**src/rtl/reg_file_ctl_pkg.sv**
```systemverilog
// Shared types and physical select layout for the register file controller.
package reg_file_pkg;

  typedef enum logic [3:0] {
    RC_BC = 4'd0,
    RC_DE = 4'd1,
    RC_HL = 4'd2,
    RC_AF = 4'd3,
    RC_IX = 4'd4,
    RC_IY = 4'd5,
    RC_SP = 4'd6,
    RC_WZ = 4'd7,
    RC_PC = 4'd8,
    RC_IR = 4'd9
  } reg_code_t;

  typedef enum logic [1:0] {
    ST_IDLE   = 2'd0,
    ST_SETUP  = 2'd1,
    ST_ACTIVE = 2'd2,
    ST_DONE   = 2'd3
  } state_t;

  localparam int NUM_SEL = 14;

  localparam logic [3:0] SEL_AF  = 4'd0;
  localparam logic [3:0] SEL_AF2 = 4'd1;
  localparam logic [3:0] SEL_BC  = 4'd2;
  localparam logic [3:0] SEL_BC2 = 4'd3;
  localparam logic [3:0] SEL_DE  = 4'd4;
  localparam logic [3:0] SEL_DE2 = 4'd5;
  localparam logic [3:0] SEL_HL  = 4'd6;
  localparam logic [3:0] SEL_HL2 = 4'd7;
  localparam logic [3:0] SEL_IX  = 4'd8;
  localparam logic [3:0] SEL_IY  = 4'd9;
  localparam logic [3:0] SEL_WZ  = 4'd10;
  localparam logic [3:0] SEL_SP  = 4'd11;
  localparam logic [3:0] SEL_PC  = 4'd12;
  localparam logic [3:0] SEL_IR  = 4'd13;

  function automatic logic is_sys(input logic [NUM_SEL-1:0] sel);
    return sel[SEL_PC] | sel[SEL_IR];
  endfunction

  // An all-zero select (illegal code) is neither GP nor system.
  function automatic logic is_gp(input logic [NUM_SEL-1:0] sel);
    return (|sel) & ~is_sys(sel);
  endfunction

endpackage

```
**src/rtl/reg_file_ctl_if.sv**
```systemverilog
// Requester, exchange-command and register-file control signals of the controller.
interface reg_file_ctl_if;
  logic       a_req, a_we, a_hi, a_lo, a_done;
  logic [3:0] a_reg;
  logic       b_req, b_we, b_hi, b_lo, b_done;
  logic [3:0] b_reg;
  logic       ex_af, exx, ex_dehl;
  logic       reg_sel_af, reg_sel_af2, reg_sel_bc, reg_sel_bc2;
  logic       reg_sel_de, reg_sel_de2, reg_sel_hl, reg_sel_hl2;
  logic       reg_sel_ix, reg_sel_iy, reg_sel_wz, reg_sel_sp;
  logic       reg_sel_pc, reg_sel_ir;
  logic       reg_sel_gp_hi, reg_sel_gp_lo, reg_gp_oe;
  logic       reg_sel_sys_hi, reg_sel_sys_lo, reg_sys_oe;
  logic       reg_we, busy;

  modport master (
    output a_req, a_we, a_reg, a_hi, a_lo,
    output b_req, b_we, b_reg, b_hi, b_lo,
    output ex_af, exx, ex_dehl,
    input  a_done, b_done,
    input  reg_sel_af, reg_sel_af2, reg_sel_bc, reg_sel_bc2,
    input  reg_sel_de, reg_sel_de2, reg_sel_hl, reg_sel_hl2,
    input  reg_sel_ix, reg_sel_iy, reg_sel_wz, reg_sel_sp,
    input  reg_sel_pc, reg_sel_ir,
    input  reg_sel_gp_hi, reg_sel_gp_lo, reg_gp_oe,
    input  reg_sel_sys_hi, reg_sel_sys_lo, reg_sys_oe,
    input  reg_we, busy
  );

  modport slave (
    input  a_req, a_we, a_reg, a_hi, a_lo,
    input  b_req, b_we, b_reg, b_hi, b_lo,
    input  ex_af, exx, ex_dehl,
    output a_done, b_done,
    output reg_sel_af, reg_sel_af2, reg_sel_bc, reg_sel_bc2,
    output reg_sel_de, reg_sel_de2, reg_sel_hl, reg_sel_hl2,
    output reg_sel_ix, reg_sel_iy, reg_sel_wz, reg_sel_sp,
    output reg_sel_pc, reg_sel_ir,
    output reg_sel_gp_hi, reg_sel_gp_lo, reg_gp_oe,
    output reg_sel_sys_hi, reg_sel_sys_lo, reg_sys_oe,
    output reg_we, busy
  );
endinterface

```
**src/rtl/reg_file_ctl_bank_map.sv**
```systemverilog
// Combinational remap of a logical register code plus bank state to a one-hot physical select.
module reg_bank_map
  import reg_file_pkg::*;
(
  input  logic [3:0]         i_code,
  input  logic               i_af_bank,
  input  logic               i_exx_bank,
  input  logic               i_swap0,
  input  logic               i_swap1,
  output logic [NUM_SEL-1:0] o_sel
);

  logic [3:0] w_idx;
  logic       w_valid;
  logic       w_swap;

  // DE/HL swap flag belongs to whichever bank is currently active.
  assign w_swap = i_exx_bank ? i_swap1 : i_swap0;

  always_comb begin
    w_idx   = SEL_AF;
    w_valid = 1'b1;
    case (reg_code_t'(i_code))
      RC_BC: w_idx = i_exx_bank ? SEL_BC2 : SEL_BC;
      RC_DE: w_idx = w_swap ? (i_exx_bank ? SEL_HL2 : SEL_HL)
                            : (i_exx_bank ? SEL_DE2 : SEL_DE);
      RC_HL: w_idx = w_swap ? (i_exx_bank ? SEL_DE2 : SEL_DE)
                            : (i_exx_bank ? SEL_HL2 : SEL_HL);
      RC_AF: w_idx = i_af_bank ? SEL_AF2 : SEL_AF;
      RC_IX: w_idx = SEL_IX;
      RC_IY: w_idx = SEL_IY;
      RC_SP: w_idx = SEL_SP;
      RC_WZ: w_idx = SEL_WZ;
      RC_PC: w_idx = SEL_PC;
      RC_IR: w_idx = SEL_IR;
      default: w_valid = 1'b0;
    endcase
  end

  genvar gi;
  generate
    for (gi = 0; gi < NUM_SEL; gi++) begin : g_sel
      assign o_sel[gi] = w_valid && (w_idx == 4'(gi));
    end
  endgenerate

endmodule

```
**src/rtl/reg_file_ctl.sv**
```systemverilog
// Two-requester round-robin sequencer for the register file, with bank-exchange state.
module reg_file_ctl
  import reg_file_pkg::*;
#(
  parameter int NUM_REQ = 2
) (
  input  logic          clk,
  input  logic          nreset,
  reg_file_ctl_if.slave bus
);

  state_t               r_state;
  logic                 r_last_b;
  logic                 r_grant_b;
  logic                 r_we_l;
  logic                 r_af_bank, r_exx_bank, r_swap0, r_swap1;
  logic                 r_pend_af, r_pend_exx, r_pend_dehl;
  logic [NUM_SEL-1:0]   r_sel;
  logic                 r_gp_hi, r_gp_lo, r_gp_oe;
  logic                 r_sys_hi, r_sys_lo, r_sys_oe;
  logic                 r_reg_we, r_busy, r_a_done, r_b_done;

  logic [NUM_REQ-1:0]   w_req;
  logic                 w_pick_b;
  logic [3:0]           w_code;
  logic                 w_we, w_hi, w_lo;
  logic [NUM_SEL-1:0]   w_map_sel;
  logic                 w_apply;
  logic                 w_t_af, w_t_exx, w_t_dehl, w_exx_new;

  assign w_req    = {bus.b_req, bus.a_req};
  // On contention the requester that did not win last time takes the grant.
  assign w_pick_b = w_req[1] & (~w_req[0] | ~r_last_b);
  assign w_code   = w_pick_b ? bus.b_reg : bus.a_reg;
  assign w_we     = w_pick_b ? bus.b_we  : bus.a_we;
  assign w_hi     = w_pick_b ? bus.b_hi  : bus.a_hi;
  assign w_lo     = w_pick_b ? bus.b_lo  : bus.a_lo;

  reg_bank_map u_map (
    .i_code     (w_code),
    .i_af_bank  (r_af_bank),
    .i_exx_bank (r_exx_bank),
    .i_swap0    (r_swap0),
    .i_swap1    (r_swap1),
    .o_sel      (w_map_sel)
  );

  // Exchanges only land while idle or on the DONE->IDLE edge, so a granted transaction never sees a remap.
  assign w_apply   = (r_state == ST_IDLE) || (r_state == ST_DONE);
  assign w_t_af    = bus.ex_af   ^ r_pend_af;
  assign w_t_exx   = bus.exx     ^ r_pend_exx;
  assign w_t_dehl  = bus.ex_dehl ^ r_pend_dehl;
  assign w_exx_new = r_exx_bank ^ w_t_exx;

  always_ff @(posedge clk or negedge nreset) begin
    if (!nreset) begin
      r_state     <= ST_IDLE;
      r_last_b    <= 1'b1;
      r_grant_b   <= 1'b0;
      r_we_l      <= 1'b0;
      r_af_bank   <= 1'b0;
      r_exx_bank  <= 1'b0;
      r_swap0     <= 1'b0;
      r_swap1     <= 1'b0;
      r_pend_af   <= 1'b0;
      r_pend_exx  <= 1'b0;
      r_pend_dehl <= 1'b0;
      r_sel       <= '0;
      r_gp_hi     <= 1'b0;
      r_gp_lo     <= 1'b0;
      r_gp_oe     <= 1'b0;
      r_sys_hi    <= 1'b0;
      r_sys_lo    <= 1'b0;
      r_sys_oe    <= 1'b0;
      r_reg_we    <= 1'b0;
      r_busy      <= 1'b0;
      r_a_done    <= 1'b0;
      r_b_done    <= 1'b0;
    end else begin
      r_a_done <= 1'b0;
      r_b_done <= 1'b0;
      case (r_state)
        ST_IDLE: begin
          if (|w_req) begin
            r_state   <= ST_SETUP;
            r_busy    <= 1'b1;
            r_grant_b <= w_pick_b;
            r_last_b  <= w_pick_b;
            r_we_l    <= w_we;
            r_sel     <= w_map_sel;
            r_gp_hi   <= w_hi & is_gp(w_map_sel);
            r_gp_lo   <= w_lo & is_gp(w_map_sel);
            r_sys_hi  <= w_hi & is_sys(w_map_sel);
            r_sys_lo  <= w_lo & is_sys(w_map_sel);
          end
        end
        ST_SETUP: begin
          r_state  <= ST_ACTIVE;
          r_reg_we <= r_we_l & (|r_sel);
          r_gp_oe  <= ~r_we_l & is_gp(r_sel);
          r_sys_oe <= ~r_we_l & is_sys(r_sel);
        end
        ST_ACTIVE: begin
          r_state  <= ST_DONE;
          r_sel    <= '0;
          r_gp_hi  <= 1'b0;
          r_gp_lo  <= 1'b0;
          r_gp_oe  <= 1'b0;
          r_sys_hi <= 1'b0;
          r_sys_lo <= 1'b0;
          r_sys_oe <= 1'b0;
          r_reg_we <= 1'b0;
          r_a_done <= ~r_grant_b;
          r_b_done <= r_grant_b;
        end
        default: begin
          r_state <= ST_IDLE;
          r_busy  <= 1'b0;
        end
      endcase

      if (w_apply) begin
        r_af_bank   <= r_af_bank ^ w_t_af;
        r_exx_bank  <= w_exx_new;
        // ex_dehl acts on the bank that is active after any simultaneous exx.
        r_swap0     <= r_swap0 ^ (w_t_dehl & ~w_exx_new);
        r_swap1     <= r_swap1 ^ (w_t_dehl & w_exx_new);
        r_pend_af   <= 1'b0;
        r_pend_exx  <= 1'b0;
        r_pend_dehl <= 1'b0;
      end else begin
        r_pend_af   <= r_pend_af   ^ bus.ex_af;
        r_pend_exx  <= r_pend_exx  ^ bus.exx;
        r_pend_dehl <= r_pend_dehl ^ bus.ex_dehl;
      end
    end
  end

  assign bus.reg_sel_af     = r_sel[SEL_AF];
  assign bus.reg_sel_af2    = r_sel[SEL_AF2];
  assign bus.reg_sel_bc     = r_sel[SEL_BC];
  assign bus.reg_sel_bc2    = r_sel[SEL_BC2];
  assign bus.reg_sel_de     = r_sel[SEL_DE];
  assign bus.reg_sel_de2    = r_sel[SEL_DE2];
  assign bus.reg_sel_hl     = r_sel[SEL_HL];
  assign bus.reg_sel_hl2    = r_sel[SEL_HL2];
  assign bus.reg_sel_ix     = r_sel[SEL_IX];
  assign bus.reg_sel_iy     = r_sel[SEL_IY];
  assign bus.reg_sel_wz     = r_sel[SEL_WZ];
  assign bus.reg_sel_sp     = r_sel[SEL_SP];
  assign bus.reg_sel_pc     = r_sel[SEL_PC];
  assign bus.reg_sel_ir     = r_sel[SEL_IR];
  assign bus.reg_sel_gp_hi  = r_gp_hi;
  assign bus.reg_sel_gp_lo  = r_gp_lo;
  assign bus.reg_gp_oe      = r_gp_oe;
  assign bus.reg_sel_sys_hi = r_sys_hi;
  assign bus.reg_sel_sys_lo = r_sys_lo;
  assign bus.reg_sys_oe     = r_sys_oe;
  assign bus.reg_we         = r_reg_we;
  assign bus.busy           = r_busy;
  assign bus.a_done         = r_a_done;
  assign bus.b_done         = r_b_done;

endmodule

```
**src/flat_wrapper.sv**
```systemverilog
// flat-port wrapper written by rule: the top's interface ports become plain ports
module reg_file_ctl_flat import reg_file_pkg::*;
#(
  parameter int NUM_REQ = 2
)
  (clk, nreset, bus_a_req, bus_a_we, bus_a_reg, bus_a_hi, bus_a_lo, bus_b_req, bus_b_we, bus_b_reg, bus_b_hi, bus_b_lo, bus_ex_af, bus_exx, bus_ex_dehl, bus_a_done, bus_b_done, bus_reg_sel_af, bus_reg_sel_af2, bus_reg_sel_bc, bus_reg_sel_bc2, bus_reg_sel_de, bus_reg_sel_de2, bus_reg_sel_hl, bus_reg_sel_hl2, bus_reg_sel_ix, bus_reg_sel_iy, bus_reg_sel_wz, bus_reg_sel_sp, bus_reg_sel_pc, bus_reg_sel_ir, bus_reg_sel_gp_hi, bus_reg_sel_gp_lo, bus_reg_gp_oe, bus_reg_sel_sys_hi, bus_reg_sel_sys_lo, bus_reg_sys_oe, bus_reg_we, bus_busy);
  reg_file_ctl_if bus_i ();
  input  logic clk;
  input  logic nreset;
  input wire logic [$bits(bus_i.a_req)-1:0] bus_a_req;
  input wire logic [$bits(bus_i.a_we)-1:0] bus_a_we;
  input wire logic [$bits(bus_i.a_reg)-1:0] bus_a_reg;
  input wire logic [$bits(bus_i.a_hi)-1:0] bus_a_hi;
  input wire logic [$bits(bus_i.a_lo)-1:0] bus_a_lo;
  input wire logic [$bits(bus_i.b_req)-1:0] bus_b_req;
  input wire logic [$bits(bus_i.b_we)-1:0] bus_b_we;
  input wire logic [$bits(bus_i.b_reg)-1:0] bus_b_reg;
  input wire logic [$bits(bus_i.b_hi)-1:0] bus_b_hi;
  input wire logic [$bits(bus_i.b_lo)-1:0] bus_b_lo;
  input wire logic [$bits(bus_i.ex_af)-1:0] bus_ex_af;
  input wire logic [$bits(bus_i.exx)-1:0] bus_exx;
  input wire logic [$bits(bus_i.ex_dehl)-1:0] bus_ex_dehl;
  output wire logic [$bits(bus_i.a_done)-1:0] bus_a_done;
  output wire logic [$bits(bus_i.b_done)-1:0] bus_b_done;
  output wire logic [$bits(bus_i.reg_sel_af)-1:0] bus_reg_sel_af;
  output wire logic [$bits(bus_i.reg_sel_af2)-1:0] bus_reg_sel_af2;
  output wire logic [$bits(bus_i.reg_sel_bc)-1:0] bus_reg_sel_bc;
  output wire logic [$bits(bus_i.reg_sel_bc2)-1:0] bus_reg_sel_bc2;
  output wire logic [$bits(bus_i.reg_sel_de)-1:0] bus_reg_sel_de;
  output wire logic [$bits(bus_i.reg_sel_de2)-1:0] bus_reg_sel_de2;
  output wire logic [$bits(bus_i.reg_sel_hl)-1:0] bus_reg_sel_hl;
  output wire logic [$bits(bus_i.reg_sel_hl2)-1:0] bus_reg_sel_hl2;
  output wire logic [$bits(bus_i.reg_sel_ix)-1:0] bus_reg_sel_ix;
  output wire logic [$bits(bus_i.reg_sel_iy)-1:0] bus_reg_sel_iy;
  output wire logic [$bits(bus_i.reg_sel_wz)-1:0] bus_reg_sel_wz;
  output wire logic [$bits(bus_i.reg_sel_sp)-1:0] bus_reg_sel_sp;
  output wire logic [$bits(bus_i.reg_sel_pc)-1:0] bus_reg_sel_pc;
  output wire logic [$bits(bus_i.reg_sel_ir)-1:0] bus_reg_sel_ir;
  output wire logic [$bits(bus_i.reg_sel_gp_hi)-1:0] bus_reg_sel_gp_hi;
  output wire logic [$bits(bus_i.reg_sel_gp_lo)-1:0] bus_reg_sel_gp_lo;
  output wire logic [$bits(bus_i.reg_gp_oe)-1:0] bus_reg_gp_oe;
  output wire logic [$bits(bus_i.reg_sel_sys_hi)-1:0] bus_reg_sel_sys_hi;
  output wire logic [$bits(bus_i.reg_sel_sys_lo)-1:0] bus_reg_sel_sys_lo;
  output wire logic [$bits(bus_i.reg_sys_oe)-1:0] bus_reg_sys_oe;
  output wire logic [$bits(bus_i.reg_we)-1:0] bus_reg_we;
  output wire logic [$bits(bus_i.busy)-1:0] bus_busy;
  assign bus_i.a_req = bus_a_req;
  assign bus_i.a_we = bus_a_we;
  assign bus_i.a_reg = bus_a_reg;
  assign bus_i.a_hi = bus_a_hi;
  assign bus_i.a_lo = bus_a_lo;
  assign bus_i.b_req = bus_b_req;
  assign bus_i.b_we = bus_b_we;
  assign bus_i.b_reg = bus_b_reg;
  assign bus_i.b_hi = bus_b_hi;
  assign bus_i.b_lo = bus_b_lo;
  assign bus_i.ex_af = bus_ex_af;
  assign bus_i.exx = bus_exx;
  assign bus_i.ex_dehl = bus_ex_dehl;
  assign bus_a_done = bus_i.a_done;
  assign bus_b_done = bus_i.b_done;
  assign bus_reg_sel_af = bus_i.reg_sel_af;
  assign bus_reg_sel_af2 = bus_i.reg_sel_af2;
  assign bus_reg_sel_bc = bus_i.reg_sel_bc;
  assign bus_reg_sel_bc2 = bus_i.reg_sel_bc2;
  assign bus_reg_sel_de = bus_i.reg_sel_de;
  assign bus_reg_sel_de2 = bus_i.reg_sel_de2;
  assign bus_reg_sel_hl = bus_i.reg_sel_hl;
  assign bus_reg_sel_hl2 = bus_i.reg_sel_hl2;
  assign bus_reg_sel_ix = bus_i.reg_sel_ix;
  assign bus_reg_sel_iy = bus_i.reg_sel_iy;
  assign bus_reg_sel_wz = bus_i.reg_sel_wz;
  assign bus_reg_sel_sp = bus_i.reg_sel_sp;
  assign bus_reg_sel_pc = bus_i.reg_sel_pc;
  assign bus_reg_sel_ir = bus_i.reg_sel_ir;
  assign bus_reg_sel_gp_hi = bus_i.reg_sel_gp_hi;
  assign bus_reg_sel_gp_lo = bus_i.reg_sel_gp_lo;
  assign bus_reg_gp_oe = bus_i.reg_gp_oe;
  assign bus_reg_sel_sys_hi = bus_i.reg_sel_sys_hi;
  assign bus_reg_sel_sys_lo = bus_i.reg_sel_sys_lo;
  assign bus_reg_sys_oe = bus_i.reg_sys_oe;
  assign bus_reg_we = bus_i.reg_we;
  assign bus_busy = bus_i.busy;
  reg_file_ctl #(.NUM_REQ(NUM_REQ)) u_core (.clk(clk), .nreset(nreset), .bus(bus_i));
endmodule
```
**config.mk**
```make
export PLATFORM = sky130hd
export DESIGN_NAME = reg_file_ctl_flat
export DESIGN_NICKNAME = d
export VERILOG_FILES = /design/src/rtl/reg_file_ctl_pkg.sv /design/src/rtl/reg_file_ctl_if.sv /design/src/rtl/reg_file_ctl_bank_map.sv /design/src/rtl/reg_file_ctl.sv /design/src/flat_wrapper.sv
export SDC_FILE = /design/constraint.sdc
export NUM_CORES = 1
export LEC_CHECK = 0
export CAP_MARGIN = 40
export CORE_UTILIZATION = 50
export CTS_CLUSTER_DIAMETER = 120
export DETAILED_ROUTE_END_ITERATION = 8
export HOLD_SLACK_MARGIN = 0.12
export PLACE_DENSITY = 0.86
export SLEW_MARGIN = 20
export SYNTH_ARGS = -nofsm -noshare
export SYNTH_HDL_FRONTEND = slang
export SYNTH_SLANG_ARGS = --single-unit
```
**constraint.sdc**
```tcl
create_clock -name clk -period 3.6 [get_ports clk]
set_clock_uncertainty 0.05 [all_clocks]
set_input_delay 0.9 -clock clk [delete_from_list [all_inputs] [get_ports clk]]
set_output_delay 0.9 -clock clk [all_outputs]
set_load 0.005 [all_outputs]
```
# Word-level counts from Yosys, hierarchy flattened
# Index checks and enable logic that the tools add are counted.
# op_classes
n_eq_ne	26
mux	35
n_bitwise	30
n_reduce_logical	28
# ops
cell	count
4-bit one-hot mux with 10 select lines	1
4-bit by 3-bit == test with 1-bit output, second input constant	8
4-bit == test, second input constant	8
14-bit one-hot mux with 2 select lines	1
14-bit OR reduction	2
1-bit two-way mux	19
4-bit by 2-bit == test with 1-bit output, second input constant	4
1-bit one-hot mux with 2 select lines	8
1-bit logical AND	14
14-bit two-way mux	1
1-bit bitwise AND	12
10-bit OR reduction	1
4-bit by 1-bit == test with 1-bit output, second input constant	2
4-bit logical NOT	2
4-bit two-way mux	2
1-bit NOT	8
1-bit bitwise XOR	7
2-bit one-hot mux with 3 select lines	1
2-bit AND reduction	3
2-bit == test, second input constant	2
2-bit two-way mux	2
2-bit nonzero test	2
2-bit OR reduction	2
1-bit OR	3
4 further kinds	4
# word_totals
ff_bits	36
elab_cells	141

# Depth between registers and ports, before layout
# depth
ltp_word	14
depth_mapped	8

# Cells and area by module
# From an unflattened synthesis, not the netlist that was laid out.
# unflattened
hier_cells	161
area_unflattened_um2	1864.3
# modules_own_cells
module	instances	cells_per_inst	area_each_um2	seq_area_each_um2
reg_file_ctl	1	131	1627.8	902.1
reg_bank_map	1	30	236.5	0.0

# Least setup slack after synthesis
# No wires, ideal clock.
# synth_timing
kind	input to register
from	input bus_b_req
to	register u_core.r_sel[8]
setup_ps	69
arrival_ps	2434
t_required_ps	3481
setup_slack_ps	1047
stages	6
n_path_buf	1
path_cell_list	a21boi_1 mux2_4 a22o_1 a211oi_2 buf_6 a32o_1
# synth_between
elab_chain_len	8
elab_cells_between_ends	22
classes_between	11 x eq/ne; 5 x mux; 1 x bitwise; 5 x reduce/logical
# synth_rtl
element	line_no	text
from (decl)	flat_wrapper.sv:15	input wire logic [$bits(bus_i.b_req)-1:0] bus_b_req;
1-bit bitwise AND	reg_file_ctl.sv:33	assign w_pick_b = w_req[1] & (~w_req[0] | ~r_last_b);
4-bit two-way mux	reg_file_ctl.sv:34	assign w_code = w_pick_b ? bus.b_reg : bus.a_reg;
4-bit == test (tied with other cells)	reg_file_ctl_bank_map.sv:23	case (reg_code_t'(i_code))
4-bit one-hot mux with 10 select lines / 10-bit OR reduction (equally long branches)	n/a	
4-bit == test / 1-bit two-way mux (equally long branches)	reg_file_ctl_bank_map.sv:43, reg_file_ctl_bank_map.sv:23	
1-bit logical AND	reg_file_ctl_bank_map.sv:43	assign o_sel[gi] = w_valid && (w_idx == 4'(gi));
14-bit two-way mux	reg_file_ctl.sv:84	if (|w_req) begin
14-bit one-hot mux with 2 select lines	reg_file_ctl.sv:82	case (r_state)
to (signal assigned)	reg_file_ctl.sv:90	r_sel <= w_map_sel;
to (decl)	reg_file_ctl.sv:18	logic [NUM_SEL-1:0] r_sel;
# Parallel ways exist; a longest one is shown, timed or not. The select of a mux whose other input is x is not followed.
# A chain may end at the register's enable or synchronous reset.

# Worst setup path after layout
# layout_timing
from	input bus_a_req
to	register u_core.r_sel[2]
# layout_between
elab_chain_len	10
elab_cells_between_ends	24
classes_between	11 x eq/ne; 5 x mux; 3 x bitwise; 5 x reduce/logical
# layout_rtl
element	line_no	text
from (decl)	flat_wrapper.sv:10	input wire logic [$bits(bus_i.a_req)-1:0] bus_a_req;
1-bit NOT	reg_file_ctl.sv:33	
1-bit OR	reg_file_ctl.sv:33	
1-bit bitwise AND	reg_file_ctl.sv:33	
4-bit two-way mux	reg_file_ctl.sv:34	
4-bit == test (tied with other cells)	reg_file_ctl_bank_map.sv:23	
4-bit one-hot mux with 10 select lines / 10-bit OR reduction (equally long branches)	n/a	
4-bit by 2-bit == test with 1-bit output / 1-bit two-way mux (equally long branches)	reg_file_ctl_bank_map.sv:43, reg_file_ctl_bank_map.sv:23	
1-bit logical AND	reg_file_ctl_bank_map.sv:43	
14-bit two-way mux	reg_file_ctl.sv:84	
14-bit one-hot mux with 2 select lines	reg_file_ctl.sv:82	
# Parallel ways exist; a longest one is shown, timed or not. The select of a mux whose other input is x is not followed.

==> impl_metrics.toml <==
[flow_run]
drv_cap = 0

[cells_and_area]
drive_gt1_share_pct = 9.48
reg_top3 = "u_core.r_sel: 14 flops, u_core.r_state: 2 flops"
fin_nets = 255
max_flop_register = "u_core.r_sel"
fin_area_um2 = 2490
synthToLayoutAreaGrowth_pct = 30.2
largest_register_ffs = 14
num_antenna_cells = 0

[power]
p_seq_share_pct = 36.9
p_int_mw = 1.06
switchingPower_mw = 0.612
swShare_pct = 36.6
clkPwrFrac_pct = 17.6
ir_worst_vdd_mv = 0.349
combPwrFrac_pct = 45.5
powerDensity_nw_per_um2 = 670
leakage_nw = 1.06

[logic_synthesis]
synth_top_flop_cell = "dfrtp_1"
synthesis.area_um2 = 1920
async_flop_share_pct = 100
synth_edf_count = 0
avgSynthCellArea_um2 = 10.6
yosysSeqAreaShare_pct = 47.1
ys_warn_count = 0
ys_seq_elements = 36
ys_types = 44
syn_nets = 205
synth_cells = 181

[timing]
drv_slew = 0
period_needed_ps = 2920
setup_viol = 0
min_period_over_period_pct = 81.1
relSlewSlack_pct = 64.5
hold_viol_final = 0
rsz0062_at_grt = "false"
whs_ps = 418
worstMarginPinSlew_ps = 529
fmax_mhz = 342
tns_ps = 0

[setup_path]
start_kind = "input pin"
crit_type = "in2reg"
crit_required_ps = 3780
r2r-start = "u_core.r_last_b"
crit_path_end_kind = "flop"
cp_max_fo = 13
worstSetupStartpoint = "bus_a_req"
critPathArrivalTime_ps = 3100

[route]
drtIter0Drc = 149
drc = 0
drt-vias-per-instance = 5.64
antenna_left = 0
dr.pass1.iters = 4
via_count = 1579
wl_per_cell_um = 14.7
drt_wl_total_um = 4120

[global_routing]
track_usage_pct = 22.8
grt_pass1_wl_um = 6870
overflow = 0
antenna_found_initial = 0
grt_max_degree = 37
grt_pass1_vias = 1481

[floorplan]
die_area_um2 = 4090
die_x_um = 63.9
io_pins = 45
coreArea_um2 = 3660
initial_utilization_pct = 52.4
num_rows = 22
die_y_um = 63.9

[clock_tree]
postCtsHoldBufs = 0
cts.clk_slew.worst_paths_ps = 70
cts_inserted_buffers = 5
clk_path_buf_depth = 2
clockRootBuffer = "clkbuf_8"
cts_tree = "yes"
cts_resized = 0
clk_latency_ps = 290
cts_htree_levels = 2
postCtsSetupRepairBufs = 0
cts.sinks = 36

[min_path]
holdCritPathClass = "reg2reg"
hp-start = "u_core.r_swap1"

[place]
postPlaceCellArea_um2 = 2400
place_hpwl_um = 3060
gp_congestion = 0.831
portBuffers = 44

[status]
status = "complete, no violations"
cells in the mapped netlist, types with 4 or more instances:
| library cell | number | area (um2) |
|---|---|---|
| nor2_1 | 9 | 33.8 |
| xnor2_1 | 5 | 43.8 |
| mux2i_1 | 5 | 50.1 |
| nor2b_1 | 4 | 25.0 |
| xor2_1 | 4 | 35.0 |
| a21oi_1 | 8 | 40.0 |
| nand2_1 | 25 | 93.8 |
| dfrtp_1 | 35 | 876 |
| a32o_1 | 7 | 70.1 |
| inv_1 | 5 | 18.8 |
| o21ai_0 | 9 | 45.0 |
| o31ai_1 | 5 | 37.5 |
| and2_1 | 5 | 31.3 |
| a22o_1 | 6 | 52.6 |
| nor3_1 | 7 | 35.0 |
through the flow:
stage,power [mW],setup WS (ps),util (%),std cells
floorplan,1.11,1050,-,181
global placement,1.36,451,65.7,272
detailed placement,1.38,404,65.7,272
CTS,1.68,699,68.1,280
global route,1.80,555,68.1,280
finish,1.67,680,68.1,280
per-layer routing:
metal | track usage (%) | part of all wire [%]
met5 | 0 | 0
met4 | 9.09 | 1.9
met3 | 6.07 | 5.2
met2 | 37.4 | 49
met1 | 28.4 | 44
cells by family after synthesis:
| kind of cell | after synthesis | share of synthesized area (%) |
|---|---|---|
| simple gates | 63 | 16.4 |
| compound gates | 48 | 18.8 |
| flops | 36 | 47.1 |
| mux | 12 | 8.42 |
| buf+inv | 10 | 3.20 |
| xor+xnor | 9 | 4.11 |
| fa+ha+maj | 3 | 1.96 |
layout make-up:
type	instances	area (um2)
Multi-Input combinational cell	135	953
Clock buffer	8	90.1
Sequential cell	36	902
Timing Repair Buffer	48	470
Fill cell	291	1170
Inverter	5	18.8
Tap cell	48	60.1
power by group through the flow:
| stage | Combinational (mW) | Clock (mW) | Sequential (mW) |
|---|---|---|---|
| after floorplan | 0.503 | 0 | 0.612 |
| after global placement | 0.739 | 0 | 0.616 |
| after detailed placement | 0.760 | 0 | 0.623 |
| after CTS | 0.763 | 0.298 | 0.616 |
| after global routing | 0.843 | 0.320 | 0.632 |
| final | 0.761 | 0.295 | 0.616 |
worst max-delay path, stage by stage:
cell	delay [ps]
clkdlybuf4s50_1	600
a21bo_4	330
mux2i_4	380
a221oi_1	160
nor3_1	480
a32o_1	250
placed cells by master, fill, tap and decap left out, types with 2 or more instances in the layout:
| master | n |
|---|---|
| a21oi_1 | 8 |
| a22o_1 | 6 |
| a32o_1 | 7 |
| and2_1 | 5 |
| and3b_1 | 2 |
| buf_4 | 4 |
| clkbuf_1 | 2 |
| clkbuf_8 | 6 |
| clkdlybuf4s50_1 | 44 |
| dfrtp_1 | 35 |
| ha_1 | 3 |
| inv_1 | 5 |
| mux2_2 | 2 |
| mux2_4 | 2 |
| mux2i_1 | 5 |
| mux2i_4 | 2 |
| nand2_1 | 25 |
| nand2b_1 | 3 |
| nor2_1 | 9 |
| nor2b_1 | 4 |
| nor3_1 | 7 |
| nor4_1 | 3 |
| o211ai_1 | 2 |
| o21ai_0 | 9 |
| o31ai_1 | 5 |
| xnor2_1 | 5 |
| xor2_1 | 4 |
path summary, 6_finish.rpt:
| kind | slack [ps] | endpoint | cells past startpoint |
|---|---|---|---|
| setup reg to reg | 1370 | u_core.r_sel[2] | 5 |
| hold / removal | 420 | u_core.r_swap1 | 1 |
| max in group asynchronous | 2190 | u_core.r_last_b | 2 |
| setup / recovery | 680 | u_core.r_sel[2] | 6 |
| min in group asynchronous | 960 | u_core.r_sel[5] | 2 |
| hold reg to reg | 420 | u_core.r_swap1 | 1 |
Note: power is estimated with default switching activity, not from simulation.
